$ cat src/rtl/bus_mon_pkg.sv
`default_nettype none
// +----------------------------------------------------------------------+
// | bus_mon_pkg : shared halt-cause codes and monitor state encoding      |
// | Rev 1.0                                                               |
// +----------------------------------------------------------------------+
package bus_mon_pkg;

  localparam logic [1:0] HALT_NONE    = 2'b00;
  localparam logic [1:0] HALT_STOP    = 2'b01;
  localparam logic [1:0] HALT_TIMEOUT = 2'b10;

  typedef enum logic [0:0] {
    RUN    = 1'b0,
    HALTED = 1'b1
  } mon_state_e;

endpackage
`default_nettype wire

$ cat src/rtl/sync_fifo.sv
`default_nettype none
// +----------------------------------------------------------------------+
// | sync_fifo : async-reset first-word-fall-through FIFO with exact level |
// | Rev 1.0                                                               |
// +----------------------------------------------------------------------+
module sync_fifo #(
  parameter int WIDTH = 64,
  parameter int DEPTH = 8
) (
  input  logic                     clk_i,
  input  logic                     rst_i,
  input  logic                     push_i,
  input  logic [WIDTH-1:0]         wdata_i,
  input  logic                     pop_i,
  output logic [WIDTH-1:0]         rdata_o,
  output logic                     full_o,
  output logic                     empty_o,
  output logic [$clog2(DEPTH):0]   level_o
);

  localparam int PTR_W = $clog2(DEPTH);
  localparam int LVL_W = PTR_W + 1;

  logic [WIDTH-1:0] mem_q [DEPTH];
  logic [PTR_W-1:0] wr_ptr_q;
  logic [PTR_W-1:0] rd_ptr_q;
  logic [LVL_W-1:0] level_q;
  logic [LVL_W-1:0] level_d;
  logic             do_push;
  logic             do_pop;

  assign empty_o = (level_q == '0);
  assign full_o  = (level_q == LVL_W'(DEPTH));
  assign do_pop  = pop_i & ~empty_o;
  // A push into a full FIFO is legal when the head leaves on the same edge.
  assign do_push = push_i & (~full_o | do_pop);

  always_comb begin
    level_d = level_q;
    case ({do_push, do_pop})
      2'b10:   level_d = level_q + LVL_W'(1);
      2'b01:   level_d = level_q - LVL_W'(1);
      default: level_d = level_q;
    endcase
  end

  always_ff @(posedge clk_i or posedge rst_i) begin
    if (rst_i) begin
      wr_ptr_q <= '0;
      rd_ptr_q <= '0;
      level_q  <= '0;
    end else begin
      if (do_push) wr_ptr_q <= wr_ptr_q + PTR_W'(1);
      if (do_pop)  rd_ptr_q <= rd_ptr_q + PTR_W'(1);
      level_q <= level_d;
    end
  end

  always_ff @(posedge clk_i) begin
    if (do_push) mem_q[wr_ptr_q] <= wdata_i;
  end

  assign rdata_o = empty_o ? '0 : mem_q[rd_ptr_q];
  assign level_o = level_q;

endmodule
`default_nettype wire

$ cat src/rtl/bus_trace_monitor.sv
`default_nettype none
// +----------------------------------------------------------------------+
// | bus_trace_monitor : traces MMIO-window stores, counts run cycles and  |
// | halts on a stop-address access or a cycle timeout                     |
// | Rev 1.0                                                               |
// +----------------------------------------------------------------------+
module bus_trace_monitor
  import bus_mon_pkg::*;
#(
  parameter int                ADDR_W    = 32,
  parameter int                DATA_W    = 32,
  parameter logic [ADDR_W-1:0] WIN_BASE  = 'h800,
  parameter logic [ADDR_W-1:0] WIN_MASK  = 'h800,
  parameter logic [ADDR_W-1:0] STOP_ADDR = 'hFFC,
  parameter int                TIMEOUT   = 4000,
  parameter int                DEPTH     = 8,
  parameter int                CNT_W     = 32
) (
  input  logic                   clk,
  input  logic                   reset,
  input  logic [ADDR_W-1:0]      address,
  input  logic [DATA_W-1:0]      data_out,
  input  logic                   we,
  output logic                   trace_valid,
  input  logic                   trace_ready,
  output logic [ADDR_W-1:0]      trace_addr,
  output logic [DATA_W-1:0]      trace_data,
  output logic [$clog2(DEPTH):0] fifo_level,
  output logic [CNT_W-1:0]       drop_cnt,
  output logic [CNT_W-1:0]       cycle_cnt,
  output logic                   halt,
  output logic [1:0]             halt_cause
);

  localparam bit               TO_EN   = (TIMEOUT != 0);
  localparam logic [CNT_W-1:0] TO_LAST = CNT_W'(TIMEOUT - 1);

  mon_state_e       state_q;
  logic             halt_q;
  logic [1:0]       cause_q;
  logic [CNT_W-1:0] cycle_cnt_q;
  logic [CNT_W-1:0] cycle_cnt_d;
  logic [CNT_W-1:0] drop_cnt_q;
  logic [CNT_W-1:0] drop_cnt_d;

  logic             running;
  logic             hit;
  logic             stop;
  logic             timeout;
  logic             pop;
  logic             push;
  logic             drop;
  logic             fifo_full;
  logic             fifo_empty;
  logic [ADDR_W+DATA_W-1:0] head;

  assign running = (state_q == RUN);
  assign hit     = running & we & ((address & WIN_MASK) == WIN_BASE);
  assign stop    = (address == STOP_ADDR);
  assign timeout = TO_EN & (cycle_cnt_q == TO_LAST);
  assign pop     = ~fifo_empty & trace_ready;
  assign push    = hit & (~fifo_full | pop);
  assign drop    = hit & fifo_full & ~pop;

  always_comb begin
    cycle_cnt_d = (&cycle_cnt_q) ? cycle_cnt_q : cycle_cnt_q + CNT_W'(1);
    drop_cnt_d  = drop_cnt_q;
    if (drop && !(&drop_cnt_q)) drop_cnt_d = drop_cnt_q + CNT_W'(1);
  end

  // HALTED is absorbing; only the asynchronous reset brings the monitor back to RUN.
  always_ff @(posedge clk or posedge reset) begin
    if (reset) begin
      state_q     <= RUN;
      halt_q      <= 1'b0;
      cause_q     <= HALT_NONE;
      cycle_cnt_q <= '0;
      drop_cnt_q  <= '0;
    end else begin
      case (state_q)
        RUN: begin
          cycle_cnt_q <= cycle_cnt_d;
          drop_cnt_q  <= drop_cnt_d;
          if (stop || timeout) begin
            state_q <= HALTED;
            halt_q  <= 1'b1;
            cause_q <= stop ? HALT_STOP : HALT_TIMEOUT;
          end
        end
        HALTED: begin
          state_q <= HALTED;
        end
        default: begin
          state_q <= HALTED;
        end
      endcase
    end
  end

  sync_fifo #(
    .WIDTH (ADDR_W + DATA_W),
    .DEPTH (DEPTH)
  ) u_fifo (
    .clk_i   (clk),
    .rst_i   (reset),
    .push_i  (push),
    .wdata_i ({address, data_out}),
    .pop_i   (trace_ready),
    .rdata_o (head),
    .full_o  (fifo_full),
    .empty_o (fifo_empty),
    .level_o (fifo_level)
  );

  assign trace_valid = ~fifo_empty;
  assign trace_addr  = head[ADDR_W+DATA_W-1:DATA_W];
  assign trace_data  = head[DATA_W-1:0];
  assign drop_cnt    = drop_cnt_q;
  assign cycle_cnt   = cycle_cnt_q;
  assign halt        = halt_q;
  assign halt_cause  = cause_q;

endmodule
`default_nettype wire

$ cat config.mk
export PLATFORM = sky130hd
export DESIGN_NAME = bus_trace_monitor
export DESIGN_NICKNAME = d
export VERILOG_FILES = /design/src/rtl/bus_mon_pkg.sv /design/src/rtl/sync_fifo.sv /design/src/rtl/bus_trace_monitor.sv
export SDC_FILE = /design/constraint.sdc
export NUM_CORES = 1
export LEC_CHECK = 0
export ABC_AREA = 1
export CELL_PAD_IN_SITES_DETAIL_PLACEMENT = 1
export CELL_PAD_IN_SITES_GLOBAL_PLACEMENT = 2
export CORE_MARGIN = 3
export CORE_UTILIZATION = 35
export DETAILED_ROUTE_END_ITERATION = 10
export GPL_ROUTABILITY_DRIVEN = 0
export PLACE_DENSITY_LB_ADDON = 0.1
export SLEW_MARGIN = 10
export SYNTH_ARGS = -nofsm -noshare
export SYNTH_HDL_FRONTEND = slang
export SYNTH_SLANG_ARGS = --single-unit
$ cat constraint.sdc
create_clock -name clk -period 3.8 [get_ports clk]
set_input_delay 0.57 -clock clk [delete_from_list [all_inputs] [get_ports clk]]
set_output_delay 0.57 -clock clk [all_outputs]
set_load 0.02 [all_outputs]
* Yosys cells after proc, flatten, opt, wreduce, memory -nomap -nowiden
Memories as Yosys holds them, arrays and structs flattened.
Cells that the tools add are included.
** Storage, ports and cells
- Memory bits (writable) :: 512
- Bits in registers :: 78
- Logic and storage cells :: 50
- Output and inout port bits :: 136
- Memories kept :: 1
** Memory list
- u_fifo.mem_q :: depth 8, bits a word 64, read ports 1, clocked after memory_dff 0, wr ports 1, line sync_fifo.sv:24 : logic [WIDTH-1:0] mem_q [DEPTH];
** Operators by class
- Reduce and logical (&&, ||, !) cells :: 10
- Add/subtract/negate cells :: 6
- Mux-type cells :: 7
- Eq/ne operators :: 5
- Bitwise gates (word level) :: 13
** Operators by type and width (number)
- adder 32 x 1 -> 32 bit, second input constant :: 2
- equality test 32 x 12 -> 1 bit, second input constant :: 2
- 2-to-1 mux 64 bit :: 1
- AND reduction 32 bit :: 2
- one-hot mux 4 bit (2 select lines) :: 1
- bitwise AND 1 bit :: 7
- adder 3 x 1 -> 3 bit, second input constant :: 2
- AND reduction 2 bit :: 3
- NOT 1 bit :: 5
- adder 4 x 1 -> 4 bit, second input constant :: 1
- equality test 4 bit, second input constant :: 1
- zero test 4 bit :: 1
- subtractor 4 x 1 -> 4 bit, second input constant :: 1
- 2-to-1 mux 1 bit :: 3
- equality test 2 x 1 -> 1 bit, second input constant :: 1
- equality test 2 bit, second input constant :: 1
- 2-to-1 mux 2 bit :: 1
- one-hot mux 1 bit (2 select lines) :: 1
- nonzero test 2 bit :: 1
- logical AND 1 bit :: 1
- zero test 1 bit :: 1
- logical OR 1 bit :: 1
- OR 1 bit :: 1

* Longest topological paths before layout
- Depth after elaboration :: 8
- Gate-level depth with buffers :: 13
- Gate-level depth less buffers :: 13

* By module
Synthesis repeated with hierarchy kept, for this count alone.
** Unflattened totals
- Cells, all modules :: 2340
- Area, all modules :: 25216.7 um^2
** Modules (own cells, without submodules)
- sync_fifo :: cells an instance 1598, area an instance 20613.5 um^2, times used 1
- bus_trace_monitor :: cells an instance 742, area an instance 4603.2 um^2, times used 1

* Worst setup path after synthesis
OpenSTA, ideal clock, no wires.
- Path type :: input to register
- Start :: input address[11]
- End :: memory u_fifo.mem_q[0][0] (enable)
- Library setup time :: 0.486 ns
- Stages :: 5
- Arrival :: 3.862 ns
- Buffers on the path :: 0
- Required time :: 3.314 ns
- Setup slack :: -0.548 ns
- Path through :: nand2_1 -> nor2_1 -> nand2_1 -> or2_2 -> nor2_1
** Between the ends
- Cells in the longest elaborated chain, start to end :: 5
** Ends and longest elaborated chain
- start: declaration :: line bus_trace_monitor.sv:21 : input logic [ADDR_W-1:0] address,
- bitwise AND 1 bit :: line bus_trace_monitor.sv:58 : assign hit = running & we & ((address & WIN_MASK) == WIN_BASE);
- bitwise AND 1 bit :: line bus_trace_monitor.sv:62 : assign push = hit & (~fifo_full | pop);
- bitwise AND 1 bit :: line sync_fifo.sv:36 : assign do_push = push_i & (~full_o | do_pop);
- 2-to-1 mux 1 bit :: line sync_fifo.sv:60 : if (do_push) mem_q[wr_ptr_q] <= wdata_i;
- 2-to-1 mux 1 bit (not written as such) :: line sync_fifo.sv:60
- end: declaration :: line sync_fifo.sv:24
Every way passes these cells.

* Final worst setup path
- Start :: register u_fifo.rd_ptr_q[0]
- End :: output trace_data[20]
** Between the ends
- Cells in the longest elaborated chain, start to end :: 2
** Ends and longest elaborated chain
- start: declaration :: line sync_fifo.sv:26 : logic [PTR_W-1:0] rd_ptr_q;
- start signal: assignment :: line sync_fifo.sv:54 : if (do_pop) rd_ptr_q <= rd_ptr_q + PTR_W'(1);
- memory (8 x 64 bit)
- 2-to-1 mux 64 bit :: line sync_fifo.sv:63 : assign rdata_o = empty_o ? '0 : mem_q[rd_ptr_q];
- end: declaration :: line bus_trace_monitor.sv:27 : output logic [DATA_W-1:0] trace_data,
Every way passes these cells.

==> results.toml <==
[outcome]
status = "complete, no violations"

[synthesis]
synthXorXnorAreaFrac = 0.01289
synth_seq_cells = 590
synth_top_area_share = 0.6114
yosysMostFrequentCell = "edfxtp_1"
synth_ff_type = "edfxtp_1"
synthCells = 2233
synth_common_cells = "512 x edfxtp_1, 509 x nor2_1, 352 x nand2_1"
yosysTopAreaCell = "edfxtp_1"
synthArstFlopShare = 0.1322
ys_seq_area_frac = 0.6890
muxShareOfSynthArea = 0.02547
synth-edff-count = 512
synth_top_family_by_area = "simple AND/OR/NAND/NOR gates"
syn_area_mm2 = 0.02515
syn_avg_cell_area_um2 = 11.26
yosys.area_share.simple = 0.1504
ys_warn_count = 0
synth_compound_area_frac = 0.08369
synthTopCellsByArea = "edfxtp_1 61%, dfrtp_1 7.8%, nor2_1 7.6%"
yosysUniqueCellTypes = 38
syn-num-nets = 2308
synth_adder_area_share = 0.003483

[sta]
setup_viol = 0
fmax_mhz = 277.2
hold_viol = 0
tightest_slew_ns = 0.9074
relSlewSlack = 0.3943
finalSetupTns_ns = 0
period_share = 0.9495
fin_ws_ns = 0.1919
fin_skew_ns = 0.01754
slew_viol_final = 0
min_period_ns = 3.608
grt_setup_unrepaired = "false"

[clock_network]
clock-sinks = 590
cts_tree = "built"
clock_latency_ns = 0.60
numCtsBuffers = 68
clk_pin_slew_ns = 0.06
cts-root-buf = "clkbuf_16"
htreeDepth = 3
cts.path.max_buffers = 3
cts_hold_buf = 0

[layout]
final_area_mm2 = 0.03059
area_growth_syn_to_layout_pct = 21.62
fin_cells = 3435
drive_above_1_share = 0.07174
antennaDiodeCount = 0
finalNetCount = 2519

[critical_path]
r2r-start = "u_fifo.level_o[1]"
cp_slowest_cell = "clkdlybuf4s50_1"
rr_worst_depth = 12
cp_max_fo = 48
cp_cell_sequence = "clkinv_8 > buf_12 > o21ai_0 > o21ai_1 > o21ai_0 > nor2_1 > clkdlybuf4s50_1"
path_common_cell = "o21ai_0"
rrSetupSlack_ns = 0.88
rr_endpoint = "u_fifo.level_o[2]"
cp_top_family = "buffers and inverters"
worst-path-buf-inv = 3
arrival_ns = 3.04
cpPeakStageDelay_ns = 0.67
cp.required_ns = 3.23
end_kind = "output pin"
start_kind = "flop"
critPathKind = "flop to output pin"

[power_and_ir_drop]
p_per_area_mw_per_mm2 = 679.0
p_leak_uw = 0.01068
ir_drop_v = 0.0003404
total_power_uw = 20770

[placement]
placed_cells = 3312
port_buffers = 203
postPlaceCellArea_mm2 = 0.02840
dpl.hpwl_mm = 42.98
place_ws_ns = 0.6204

[floorplanning]
die_w_um = 274.1
die_h_um = 274.1
start_util = 0.3560
design.core.area_mm2 = 0.07064
fp-row-count = 97
die_area_mm2 = 0.07510
ios = 204

[routing]
drt_iter0_markers = 1019
drc_errors = 0
postRouteAntennaNets = 0
drt-vias-per-instance = 5.014
num_vias = 17224
dr.pass1.iters = 5
wirelength_mm = 71.01
wire_per_inst_um = 20.67

[min_path]
hold_path_class = "input pin to async pin"

[run]
drv_cap = 0

[global_routing]
grt_start_max_net_pins = 89
grt_pass1_wl_mm = 109.7
overflow = 0
track_usage = 0.1898
grt_pass1_vias = 18314
antenna_found_initial = 2
-- flip-flops by register name, indices dropped and copies added, names as in the netlist --
| register | count |
|---|---|
| cycle_cnt | 32 |
| u_fifo.level_o | 4 |
| u_fifo.rd_ptr_q | 3 |
| halt | 1 |
| u_fifo.mem_q | 512 |
| state_q | 1 |
| drop_cnt | 32 |
| halt_cause | 2 |
| u_fifo.wr_ptr_q | 3 |
-- power by group --
group	switching [µW]	internal [µW]
clock network	2620	3610
registers	145	7090
logic	4540	2770
-- layer usage --
layer / GRT usage / wire length, µm / up-vias
li1: - / - / 8185
met1: 0.2492 / 31860 / 8675
met2: 0.3258 / 34930 / 278
met3: 0.03518 / 3095 / 82
met4: 0.04484 / 1106 / 4
met5: 0 / 22 / -
-- through the flow --
| stage | hold slack, ns | utilization |
|---|---|---|
| after global placement | 0.4740 | 0.4021 |
| after detailed placement | 0.4558 | 0.4021 |
| after CTS | 0.4790 | 0.4325 |
| final | 0.4724 | 0.4330 |
| after global routing | 0.5193 | 0.4330 |
| after floorplan | 0.4926 | - |
-- worst register-to-register path, cell delays in order (launching register included) --
cell and delay (ns):
dfrtp_1 0.45, nor2_1 0.21, nand3_2 0.48, nand2_1 0.43
inv_1 0.21, ha_1 0.28, nand2_1 0.08, inv_1 0.05
nor2_1 0.13, ha_1 0.16, a21oi_1 0.05, xor2_1 0.17
o21ai_0 0.14
-- kinds of logic (layout without fill, tap and decap cells) --
kind of cell / count (synthesis) / count (layout)
flops: 590 / 590
xor+xnor: 37 / 37
fa+ha+maj: 7 / 7
buf+inv: 183 / 445
mux: 64 / 64
compound gates: 404 / 404
simple gates: 948 / 948
-- timing repair --
item                       4_1_cts  5_1_grt
setup endpoints to repair        4       39
gates resized for setup          0        8
buffers inserted                 1        1
-- worst max-delay path by stage --
stage                  startpoint                  to  slack (ns)  depth (start not counted)
2_1_floorplan         address[11]  u_fifo.mem_q[0][0]       -0.55                          5
3_3_place_gp   u_fifo.rd_ptr_q[0]       trace_addr[4]        0.62                          6
3_5_place_dp   u_fifo.rd_ptr_q[1]      trace_addr[22]        0.62                          6
4_1_cts        u_fifo.rd_ptr_q[0]      trace_data[20]       -0.02                          7
5_1_grt        u_fifo.rd_ptr_q[1]      trace_data[27]        0.03                          6
6_report       u_fifo.rd_ptr_q[0]      trace_data[20]        0.19                          7
-- placed cells by master (no fill, tap or decap), drive strengths merged, types with 7 or more instances in the layout --
cell and instances:
nand2 357, nor3 8, buf 46, mux2i 64, inv 74, o21ai 337, nand4 14, nor2 518
clkbuf 89, clkinv 25, xor2 19, ha 7, dfrtp 78, clkdlybuf4s50 200, nand3 32, o22ai 64
edfxtp 512, xnor2 18, nand3b 13
-- final cells by class --
cell class	count	area, µm²
Clock buffer	89	1863
Clock inverter	32	252.7
Fill cell	7580	40050
Inverter	75	297.8
Multi-Input combinational cell	1460	7003
Sequential cell	590	17340
Tap cell	940	1176
Timing Repair Buffer	249	2658
(Power assumes the default switching activity.)
